### config.mk
export PLATFORM = sky130hd
export DESIGN_NAME = study_score
export DESIGN_NICKNAME = d
export VERILOG_FILES = /design/src/rtl/study_score_pkg.sv /design/src/rtl/study_score_grade_calc.sv /design/src/rtl/study_score.sv
export SDC_FILE = /design/constraint.sdc
export NUM_CORES = 1
export LEC_CHECK = 0
export ABC_AREA = 1
export BUFFER_PORTS_ARGS = -buffer_cell sky130_fd_sc_hd__buf_2
export CORE_UTILIZATION = 47
export DETAILED_ROUTE_END_ITERATION = 6
export PLACE_DENSITY = 0.69
export SYNTH_ARGS = -nofsm -noshare
export SYNTH_HDL_FRONTEND = slang
export SYNTH_HIERARCHICAL = 1
export SYNTH_SLANG_ARGS = --single-unit
### constraint.sdc
create_clock -name clk -period 6.7 [get_ports clk]
set_clock_uncertainty 0.1 [all_clocks]
set_input_delay 0.67 -clock clk [delete_from_list [all_inputs] [get_ports clk]]
set_output_delay 0.67 -clock clk [all_outputs]
set_load 0.005 [all_outputs]
### src/rtl/study_score_pkg.sv
// -----------------------------------------------------------------------------
// study_score_pkg
// Shared constants and types for the study-mode scoring block: field widths of
// a played/goal note, verdict codes, grade codes and FSM state encodings, plus
// the note-judging rule used by the top level.
// -----------------------------------------------------------------------------
package study_score_pkg;

  localparam int OCTAVE_BITS = 3;
  localparam int NOTE_BITS   = 3;
  localparam int LENGTH_BITS = 3;
  localparam int SCORE_BITS  = 8;
  localparam int CNT_BITS    = 6;

  // A note value of zero is a rest; rests carry no meaningful octave.
  localparam logic [NOTE_BITS-1:0] REST = '0;

  typedef enum logic [1:0] {
    IDLE     = 2'd0,
    WAIT_HIT = 2'd1,
    JUDGE    = 2'd2,
    DONE     = 2'd3
  } state_t;

  typedef enum logic [1:0] {
    VERDICT_MISS    = 2'd0,
    VERDICT_PITCH   = 2'd1,
    VERDICT_PERFECT = 2'd2
  } verdict_t;

  typedef enum logic [1:0] {
    GRADE_C = 2'd0,
    GRADE_B = 2'd1,
    GRADE_A = 2'd2,
    GRADE_S = 2'd3
  } grade_t;

  typedef struct packed {
    logic [OCTAVE_BITS-1:0] octave;
    logic [NOTE_BITS-1:0]   note;
    logic [LENGTH_BITS-1:0] len;
  } note_t;

  // Pitch matches when note and octave agree; two rests match regardless of
  // octave. Length only upgrades a pitch match to perfect.
  function automatic verdict_t judge_note(input note_t played, input note_t goal);
    logic pitch_match;
    pitch_match = (played.note == goal.note) &&
                  ((played.note == REST) || (played.octave == goal.octave));
    if (!pitch_match)
      return VERDICT_MISS;
    else if (played.len == goal.len)
      return VERDICT_PERFECT;
    else
      return VERDICT_PITCH;
  endfunction

endpackage

### src/rtl/study_score_grade_calc.sv
// -----------------------------------------------------------------------------
// grade_calc
// Combinational grade from the accumulated score and number of judged notes.
// The best achievable score is two points per note.
//   score    in  8  accumulated points
//   note_cnt in  6  judged notes
//   grade    out 2  3 S (flawless), 2 A (>=75%), 1 B (>=50%), 0 C
// An empty run always grades C.
// -----------------------------------------------------------------------------
module grade_calc
  import study_score_pkg::*;
(
  input  logic [SCORE_BITS-1:0] score,
  input  logic [CNT_BITS-1:0]   note_cnt,
  output grade_t                grade
);

  logic [CNT_BITS:0] max_score;
  logic [9:0]        score_x4;
  logic [9:0]        score_x2;
  logic [9:0]        max_x3;
  logic [9:0]        max_x1;

  assign max_score = {note_cnt, 1'b0};
  assign score_x4  = {score, 2'b00};
  assign score_x2  = {1'b0, score, 1'b0};
  assign max_x1    = 10'(max_score);
  assign max_x3    = 10'({max_score, 1'b0}) + 10'(max_score);

  // NOTE: every output of a combinational block gets a default first so no
  // path through the if/else chain can infer a latch.
  always_comb begin
    grade = GRADE_C;
    if (note_cnt == '0)
      grade = GRADE_C;
    else if (score == SCORE_BITS'(max_score))
      grade = GRADE_S;
    else if (score_x4 >= max_x3)
      grade = GRADE_A;
    else if (score_x2 >= max_x1)
      grade = GRADE_B;
  end

endmodule

### src/rtl/study_score.sv
// -----------------------------------------------------------------------------
// study_score
// Scores a learner playing along with a song in study mode. Each hit latches
// the played and goal note, is judged one cycle later and the verdict is
// published (judge/judge_valid) the cycle after that. At song end a grade is
// registered and held until the next song_start or en low.
//
// Ports
//   clk, rst_n                     clock, async active-low reset
//   en                             study mode enable; low returns to IDLE, cleared
//   song_start / song_end / hit    one-cycle control pulses
//   octave / note / length         played note
//   goal_octave/goal_note/goal_length  current target note
//   judge, judge_valid             last verdict and its one-cycle strobe
//   score, note_cnt                accumulated points / judged notes (saturating)
//   combo, best_combo              current / best non-miss run (saturating)
//   grade, result_valid            final grade, valid while in DONE
//
// Build option: define STUDY_SCORE_COMBO_EN to include combo tracking;
// otherwise combo and best_combo are constant zero.
// -----------------------------------------------------------------------------
module study_score
  import study_score_pkg::*;
(
  input  logic                   clk,
  input  logic                   rst_n,
  input  logic                   en,
  input  logic                   song_start,
  input  logic                   song_end,
  input  logic                   hit,
  input  logic [OCTAVE_BITS-1:0] octave,
  input  logic [NOTE_BITS-1:0]   note,
  input  logic [LENGTH_BITS-1:0] length,
  input  logic [OCTAVE_BITS-1:0] goal_octave,
  input  logic [NOTE_BITS-1:0]   goal_note,
  input  logic [LENGTH_BITS-1:0] goal_length,
  output logic [1:0]             judge,
  output logic                   judge_valid,
  output logic [SCORE_BITS-1:0]  score,
  output logic [CNT_BITS-1:0]    note_cnt,
  output logic [CNT_BITS-1:0]    combo,
  output logic [CNT_BITS-1:0]    best_combo,
  output logic [1:0]             grade,
  output logic                   result_valid
);

  state_t   state, next_state;
  note_t    played_q, goal_q;
  logic     end_pending;     // song_end arrived together with the hit being judged
  logic     clear;
  logic     latch_en;
  logic     judge_en;
  logic     grade_en;
  verdict_t verdict;
  grade_t   grade_next;
  logic [SCORE_BITS:0] score_sum;

  assign verdict      = judge_note(played_q, goal_q);
  assign score_sum    = {1'b0, score} + (SCORE_BITS + 1)'(verdict);
  assign result_valid = (state == DONE);

  grade_calc u_grade_calc (
    .score    (score),
    .note_cnt (note_cnt),
    .grade    (grade_next)
  );

  // ---------------------------------------------------------------------------
  // FSM
  // ---------------------------------------------------------------------------
  // NOTE: sequential state uses non-blocking assignments so every register
  // samples pre-edge values, independent of block ordering.
  always_ff @(posedge clk or negedge rst_n) begin
    if (!rst_n)
      state <= IDLE;
    else
      state <= next_state;
  end

  always_comb begin
    next_state = state;
    clear      = 1'b0;
    latch_en   = 1'b0;
    judge_en   = 1'b0;
    grade_en   = 1'b0;
    if (!en) begin
      next_state = IDLE;
      clear      = 1'b1;
    end else if (song_start) begin
      // Restart wins over any hit or song_end in the same cycle.
      next_state = WAIT_HIT;
      clear      = 1'b1;
    end else begin
      case (state)
        IDLE: ;
        WAIT_HIT: begin
          if (end_pending) begin
            next_state = DONE;
            grade_en   = 1'b1;
          end else if (hit) begin
            next_state = JUDGE;
            latch_en   = 1'b1;
          end else if (song_end) begin
            next_state = DONE;
            grade_en   = 1'b1;
          end
        end
        JUDGE: begin
          next_state = WAIT_HIT;
          judge_en   = 1'b1;
        end
        DONE: ;
        default: next_state = IDLE;
      endcase
    end
  end

  // ---------------------------------------------------------------------------
  // Datapath
  // ---------------------------------------------------------------------------
  always_ff @(posedge clk or negedge rst_n) begin
    if (!rst_n) begin
      played_q    <= '0;
      goal_q      <= '0;
      end_pending <= 1'b0;
      judge       <= '0;
      judge_valid <= 1'b0;
      score       <= '0;
      note_cnt    <= '0;
      grade       <= '0;
    end else begin
      judge_valid <= 1'b0;
      if (clear) begin
        played_q    <= '0;
        goal_q      <= '0;
        end_pending <= 1'b0;
        judge       <= '0;
        score       <= '0;
        note_cnt    <= '0;
        grade       <= '0;
      end else begin
        if (latch_en) begin
          played_q    <= '{octave: octave, note: note, len: length};
          goal_q      <= '{octave: goal_octave, note: goal_note, len: goal_length};
          end_pending <= song_end;
        end
        if (judge_en) begin
          judge       <= verdict;
          judge_valid <= 1'b1;
          score       <= score_sum[SCORE_BITS] ? '1 : score_sum[SCORE_BITS-1:0];
          if (note_cnt != '1)
            note_cnt <= note_cnt + 1'b1;
        end
        if (grade_en) begin
          grade       <= grade_next;
          end_pending <= 1'b0;
        end
      end
    end
  end

  // ---------------------------------------------------------------------------
  // Combo tracking
  // ---------------------------------------------------------------------------
`ifdef STUDY_SCORE_COMBO_EN
  logic [CNT_BITS-1:0] combo_next;

  always_comb begin
    combo_next = combo;
    if (verdict == VERDICT_MISS)
      combo_next = '0;
    else if (combo != '1)
      combo_next = combo + 1'b1;
  end

  always_ff @(posedge clk or negedge rst_n) begin
    if (!rst_n) begin
      combo      <= '0;
      best_combo <= '0;
    end else if (clear) begin
      combo      <= '0;
      best_combo <= '0;
    end else if (judge_en) begin
      combo <= combo_next;
      if (combo_next > best_combo)
        best_combo <= combo_next;
    end
  end
`else
  assign combo      = '0;
  assign best_combo = '0;
`endif

endmodule

# After elaboration in Yosys (flattened, before gate mapping)
# Index checks and enable logic that the tools add are counted.
[totals]
ff_bits = 40
output_inout_bits = 32
word_cells = 86
[op_classes]
n_addsub = 3
order_cmp = 2
eq_ne = 10
muxes = 47
n_reduce_logical = 11
[op_table]
columns = ["op", "count"]
rows = [
  ["$mux W9", 4],
  ["$mux W2", 14],
  ["$mux W8", 3],
  ["$mux W1", 22],
  ["$mux W6", 3],
  ["$ne A6 B6 Y1 const B", 2],
  ["$ge A10 B10 Y1", 1],
  ["$add A8 B2 Y9", 1],
  ["$add A8 B7 Y9", 1],
  ["$eq A3 B3 Y1", 3],
  ["$ge A9 B7 Y1", 1],
  ["$eq A8 B7 Y1", 1],
  ["$reduce_bool A2 Y1", 4],
  ["$add A6 B1 Y6 const B", 1],
  ["$logic_not A6 Y1", 1],
  ["$eq A2 B2 Y1 const B", 2],
  ["$ne A4 B1 Y1 const B", 1],
  ["$pmux W2 S2", 1],
  ["$reduce_and A2 Y1", 2],
  ["$logic_not A3 Y1", 1],
  ["$reduce_bool A3 Y1", 1],
  ["$eq A2 B1 Y1 const B", 1],
  ["$logic_and A1 B1 Y1", 1],
  ["$logic_or A1 B1 Y1", 1],
]

# Longest topological paths before layout
# Gate-level depths: netlist of the first run.
[logic_depth]
depth_word = 8
mapped_depth = 17
depth_no_buf = 17

# By module
# Netlist of the first run, hierarchy kept.
[by_module_without_submodules]
columns = ["mod", "instances", "cells_each", "area_each_um2", "seq_area_each_um2"]
rows = [
  ["study_score", 1, 281, 2262.2, 1001.0],
  ["grade_calc", 1, 111, 721.9, 0.0],
]

# Least setup slack after synthesis of the first run
# OpenSTA, ideal clock, no wires.
[synth_timing]
path_type = "flip-flop to flip-flop"
from = "register note_cnt[0]"
to = "register grade[0]"
setup_time_ns = 0.077
t_arrival_ns = 2.416
setup_slack_ns = 4.107
path_stages_with_launch = 16
period_less_slack_ns = 2.593
cell_sequence = "dfrtp_1 -> ha_1 -> inv_1 -> fa_1 -> o211ai_1 -> a21oi_1 -> ha_1 -> nand3_1 -> nand3_1 -> nor2_1 -> nand2_1 -> nand2_1 -> nand2_1 -> a21oi_1 -> inv_1 -> o21ai_1"
[synth_between]
elab_chain_len = 7
[synth_lines]
columns = ["item", "line", "text"]
rows = [
  ["from (decl)", "study_score.sv:40", "output logic [CNT_BITS-1:0] note_cnt,"],
  ["from (signal assigned)", "study_score.sv:152", "note_cnt <= note_cnt + 1'b1;"],
  ["$add A8 B7 Y9 or $ge A9 B7 Y1 (tied branches)", "study_score_grade_calc.sv:28, study_score_grade_calc.sv:40", ""],
  ["$ge A10 B10 Y1 or $mux W1 (tied branches)", "study_score_grade_calc.sv:38, study_score_grade_calc.sv:40", ""],
  ["$mux W2", "study_score_grade_calc.sv:38", "else if (score_x4 >= max_x3)"],
  ["$mux W2", "study_score_grade_calc.sv:36", "else if (score == SCORE_BITS'(max_score))"],
  ["$mux W2 (*)", "study_score_grade_calc.sv:34", "if (note_cnt == '0)"],
  ["via grade_next[0]", "study_score.sv:55", "grade_t grade_next;"],
  ["$mux W2 (*)", "study_score.sv:154", "if (grade_en) begin"],
  ["$mux W2 (*)", "study_score.sv:133", "if (clear) begin"],
  ["to (signal assigned)", "study_score.sv:155", "grade <= grade_next;"],
  ["to (decl)", "study_score.sv:43", "output logic [1:0] grade,"],
]
# The timed path passes the listed nets; every way through them passes the cells marked *. The select of a mux whose other input is x is not followed.
# A chain may end at the register's enable or synchronous reset.

# Final worst setup path of the first run
# Ends and elaborated chain as after synthesis.

==> results by group, run 1 <==
Place
  – Placed Area: 3200 um2
  – I/O Buffers: 43
  – Placed Instances: 502
  – Place WS: 3.88 ns
  – Gpl congestion: between 0.8 and 0.9
  – Post-DP HPWL: 4.81 mm

Hold path
  – Tightest Hold Check Type: flop to flop

Floorplanning
  – Core ar.: 6030 um2
  – Die ar.: 6670 um2
  – Starting Density: about half
  – Io pins: 56
  – Rows: 28
  – Chip height: 81.7 um
  – Die width: 81.7 um

Final layout
  – Design Area, Final: 3280 um2
  – Most common cell after layout, fill and taps aside: nand2_1
  – Final-stage net count: 489
  – Fin cells: about 500
  – Share of cells above drive strength 1: 15.4%
  – Most frequent cells in the layout: nand2_1, inv_1, nand3_1, buf_2, dfrtp_1
  – Area grow syn2layout: 9.77%
  – N_diodes: 0

Clocking
  – Root Buffer: clkbuf_8
  – Post-CTS setup repair buffer count: 0
  – CTS clk-pin slew, worst paths: 0.08 ns
  – CTS buffer count: 5
  – Post-CTS sizing: 0
  – Max clock buf depth: 2
  – H-tree depth: 2
  – Clk sink count: 40
  – Clk_lat worst skew: 0.29 ns
  – CTS tree: built
  – Hold_buf cts: 0

Global route
  – First-pass GRT wire length: 10.7 mm
  – Vias in the first global route: 2,296
  – Initial antenna violation count: 0
  – Total congestion overflow: 0
  – Pin count of the biggest net entering global routing: 41
  – GRT Total Usage: 21.3%

STA
  – Max Transition Viols Final: 0
  – Hold_ws: 0.388 ns
  – Final hold vios: 0
  – Setup repair after global routing missed its margin: false
  – Period Utilization, post-route: 42.2%
  – Setup TNS: 0 ns
  – Fmax: 354 MHz
  – Worst relative slew slack: 40.0%
  – Final min period: 2.83 ns
  – Setup violators final: 0
  – Worst slew pin tran: 0.900 ns
  – PnR worst setup slack: 3.87 ns

Worst setup path
  – Critical Path Source Type: flop
  – Setup crit end kind: flop
  – Arr. time, crit path: between 2 and 3 ns
  – CP Data Required Time: 6.82 ns
  – Crit path kind: flop to flop
  – Max FO, Critical Path: 9

Detailed routing
  – Drt drc: 0
  – Total wire length: 6.41 mm
  – DR vias: 2,574
  – Iteration count of the initial detailed-routing pass: 4
  – Vias/cell: 5.06
  – Wire per inst: 12.6 um
  – Drt initial violations: 100
  – Final ANT Viol Nets: 0

Logic synthesis
  – #FFs+latches synth: 40
  – Async set or reset register ratio after synthesis: 100%
  – Register area share after synthesis: 33.5%
  – Average size of a mapped cell: 7.61 um2
  – Distinct cells, synth: 34
  – Synth Instances: slightly below 400
  – Yosys top cell area share: roughly 34%
  – Top_reg_cell synth: dfrtp_1
  – Mapped Area: 2980 um2
  – Largest area contributor in the netlist: dfrtp_1
  – EDFF count, synth: 0
  – Synth top area cells: dfrtp_1, ha_1, nand2_1
  – Yosys warnings: 6

Flow run
  – Max cap viols: 0

Run status
  – Outcome: completed

Power and ir drop
  – Leakage: 0.00178 uW
  – Peak supply drop: 0.000122 V
  – PwrDens: roughly 150 nW/um2
[cells by family after synthesis]
group,Yosys count,synth area share [%]
AND/OR/NAND/NOR,169,26.4
buffers and inverters,82,12.5
AO/OA/AOI/OAI,57,10.4
flip-flops,40,33.5
adder cells (fa/ha/maj),31,13.5
XOR/XNOR,12,3.52
other,1,0.126
[synth_stat cells, drive strengths merged (2+ instances only)]
cell,number
o211ai,2
a21o,2
xnor2,5
buf,18
nand4,8
fa,2
xor2,7
nand3,43
nand3b,2
inv,63
nor2,23
or2,2
o21ai,37
a21oi,8
ha,29
dfrtp,40
nand2,89
a31oi,5
[registers in the layout, indices dropped and copies added, names as in the netlist, 2 cells and up]
name	count
played_q	9
grade	2
judge	2
goal_q	9
note_cnt	6
state	2
score	8
[worst max-delay path: stages (launching register included)]
cell and delay, ns:
dfrtp_1 0.51, ha_1 0.24, inv_1 0.06, fa_1 0.39
o211ai_1 0.26, a21oi_1 0.13, ha_1 0.32, nand3_1 0.12
nand3_1 0.08, nor2_1 0.09, nand2_1 0.05, nand2_1 0.07
nand2_1 0.05, a21oi_1 0.11, inv_1 0.05, o21ai_1 0.11
[metal layers]
metal / track usage, % / vias to the layer above / part of all wire, %
li1: - / 1327 / -
met1: 31.7 / 1197 / 51
met2: 30.4 / 46 / 43
met3: 5.33 / 4 / 4.4
met4: 5.79 / 0 / 0.98
met5: 0 / - / 0
[path summary, 6_finish.rpt]
path                             start     endpoint  slack [ns]  cells after the start
max                        note_cnt[0]     grade[0]        3.87                     15
min                           judge[0]     judge[0]        0.39                      2
max reg2reg                note_cnt[0]     grade[0]        3.87                     15
min reg2reg                   judge[0]     judge[0]        0.39                      2
max in group asynchronous        rst_n    goal_q[1]        5.54                      1
min in group asynchronous        rst_n  played_q[7]        0.40                      1
[where the power goes]
part | internal (uW) | switching (uW) | leakage [uW]
Clock | 70.9 | 84.2 | 0.0000410
Sequential | 248 | 5.47 | 0.000550
Combinational | 24.6 | 43.9 | 0.00119
[cell type report]
class                   count  area (um2)
clock buffers               6        72.6
flip-flops and latches     40        1000
repair buffers             43         215
clock inverters             1        5.00
multi-input cells         281        1650
fillers                   597        2750
well taps                  75        93.8
inverters                  63         236
[through the flow]
stage / utilization (%) / power [uW]
after floorplan: - / 309
final: 54.4 / 477
after CTS: 54.4 / 482
after detailed placement: 53.1 / 327
after global routing: 54.4 / 504
after global placement: 53.1 / 325
(Power assumes the default switching activity.)
==> run 2: changes to the inputs <==
- PLACE_DENSITY: 0.69 -> 0.72
- clock period: 6.7 -> 2.6 ns (I/O delays scaled with it)
==> results by group, run 2 (same netlist as run 1, synthesis figures left out) <==
Clocking
  – CTS buffer count: 5 (unchanged)
  – CTS clk-pin slew, worst paths: 0.08 ns (about the same)
  – H-tree depth: 2 (unchanged)
  – Hold_buf cts: 0 (unchanged)
  – Clk sink count: 40 (unchanged)
  – Root Buffer: clkbuf_8
  – Max clock buf depth: 2 (unchanged)
  – Clk_lat worst skew: 0.29 ns (about the same)
  – CTS tree: built

Detailed routing
  – Wire per inst: 12.3 um (-2.4%)
  – Vias/cell: 5.00 (-1.1%)
  – Drt initial violations: 111 (+11%)
  – DR vias: 2,616 (+1.6%)
  – Drt drc: 0 (unchanged)
  – Final ANT Viol Nets: 0 (unchanged)
  – Total wire length: 6.43 mm (+0.28%)
  – Iteration count of the initial detailed-routing pass: 4 (unchanged)

Place
  – I/O Buffers: 43 (unchanged)
  – Post-DP HPWL: 4.91 mm (+2.2%)
  – Gpl congestion: 0.897 (+5.1%)

STA
  – Worst relative slew slack: 42.1% (+2.1 points)
  – Period Utilization, post-route: 102% (+60 points)
  – Worst slew pin tran: 0.868 ns (-0.0317 ns)
  – Max Transition Viols Final: 0 (unchanged)
  – PnR worst setup slack: -0.0609 ns (-3.93 ns)
  – Setup TNS: -0.0609 ns (-0.0609 ns)
  – Setup repair after global routing missed its margin: true
  – Fmax: 376 MHz (+6.3%)
  – Hold_ws: -0.0202 ns (-0.408 ns)
  – Final min period: 2.66 ns (-0.167 ns)
  – Setup violators final: 1 (+1)
  – Final hold vios: 28 (+28)

Global route
  – Pin count of the biggest net entering global routing: 41 (unchanged)
  – GRT busiest layer: met2
  – GRT Total Usage: 21.4% (+0.10 points)
  – Total congestion overflow: 0 (unchanged)
  – Initial antenna violation count: 0 (unchanged)
  – First-pass GRT wire length: 10.9 mm (+2.2%)
  – Met3 Track Usage GR: 4.22% (-1.1 points)
  – Vias in the first global route: 2,419 (+5.4%)
  – Met1 Use GR: 29.6% (-2.2 points)
  – M2 GR Usage: 32.8% (+2.3 points)

Floorplanning
  – Io pins: 56 (unchanged)
  – Die width: 81.7 um (unchanged)
  – Die ar.: 6670 um2 (unchanged)
  – Chip height: 81.7 um (unchanged)
  – Rows: 28 (unchanged)
  – Core ar.: 6030 um2 (unchanged)
  – Starting Density: 49.5% (unchanged)

Worst setup path
  – CP Data Required Time: 2.71 ns (-4.11 ns)
  – Delay-heaviest family, CP: compound AO/OA/AOI/OAI gates
  – Setup crit end kind: flop
  – Crit path kind: flop to flop
  – Crit path buf inv count: 3 (+1)
  – CP max-delay cell: dfrtp_1
  – Arr. time, crit path: 2.77 ns (-0.18 ns)
  – CP peak stage delay: 0.41 ns (-0.10 ns)
  – Crit path top cell by count: nand2_1
  – Critical Path Source Type: flop
  – CP cell instances: buf_4 -> buf_4 -> ha_1 -> a21o_1 -> a31oi_1 -> xor2_1 -> ha_1 -> nand2_1 -> nand2_1 -> nor2_1 -> nand2_1 -> nand2_1 -> nand2_1 -> a21oi_2 -> inv_1 -> o21ai_1
  – Max FO, Critical Path: 4 (-5)

Final layout
  – Most common cell after layout, fill and taps aside: nand2_1
  – Share of cells above drive strength 1: 20.1% (+4.7 points)
  – Final-stage net count: 503 (+2.9%)
  – Area grow syn2layout: 16.1%
  – N_diodes: 0 (unchanged)
  – Area of the multi-input gates: 1680 um2 (+1.9%)
  – Final Util: 57.5% (+3.1 points)
  – Fillers: 573 (-4.0%)
  – Seq. cell area: 1000 um2 (+0.12%)
  – Top flop regs: goal_q (9), played_q (9), score (8)
  – Most frequent cells in the layout: nand2_1, inv_1, buf_2

Power and ir drop
  – PwrDens: 411 nW/um2 (+180%)
  – Leakage: 0.00188 uW (+5.5%)
  – Final Power: 1420 uW (+200%)
  – Peak supply drop: 0.000303 V (+150%)

Flow run
  – Max cap viols: 0 (unchanged)

Hold path
  – Tightest Hold Check Type: input pin to asynchronous set/reset pin

Run status
  – Outcome: finished, violations left
  – Failing checks: negative hold slack, negative setup slack
[run 2: changes by cell type in the layout (fill, tap and decap cells not counted), moves of 2 or more]
| cell | delta |
|---|---|
| bufinv_16 | +2 |
| inv_2 | +2 |
| ha_1 | -2 |
| inv_1 | -2 |
| buf_4 | +14 |
[run 2: routing by layer]
metal / vias to the layer above / wire length [um]
li1: 1349 / -
met4: 0 / 143
met3: 13 / 239
met2: 57 / 2910
met1: 1197 / 3130
met5: - / 0
[run 2: final cells by class]
class                      count  area share [%]
multi-input combinational    281            48.6
sequential                    40            28.9
timing repair buffer          57            9.25
inverter                      63            6.83
tap                           75            2.71
clock buffer                   5            1.99
clock inverter                 2            1.73
[run 2: worst paths after layout]
kind / start / endpoint / slack, ns / cells past startpoint
max: note_cnt[1] / grade[0] / -0.06 / 16
min in group clk: octave[2] / played_q[8] / 0.10 / 3
min reg2reg: judge[1] / judge[1] / 0.39 / 2
max in group asynchronous: rst_n / note_cnt[4] / 1.81 / 1
max reg2reg: note_cnt[1] / grade[0] / -0.06 / 16
min: rst_n / goal_q[8] / -0.02 / 1
[run 2: what timing repair did]
item | 4_1_cts | 5_1_grt
buffers inserted | 2 | 1
resized for setup | 5 | 4
setup endpoints to repair | 1 | 7
cloned | 0 | 0
pin swaps | 4 | 7
[run 2: power by group]
part           internal [uW]  leakage, uW  switching (uW)
logic                   66.5      0.00127             117
registers                639     0.000548            12.8
clock network            378    0.0000642             212
total                   1080      0.00188             342
[run 2: metrics by stage]
stage          setup WS (ns)  instances  cell area (um2)
4_1_cts               0.0116        522             3450
3_5_place_dp         -0.0212        513             3280
2_1_floorplan        0.00704        403             3030
5_1_grt               -0.240        523             3460
3_3_place_gp          0.0760        513             3280
6_report             -0.0609        523             3460
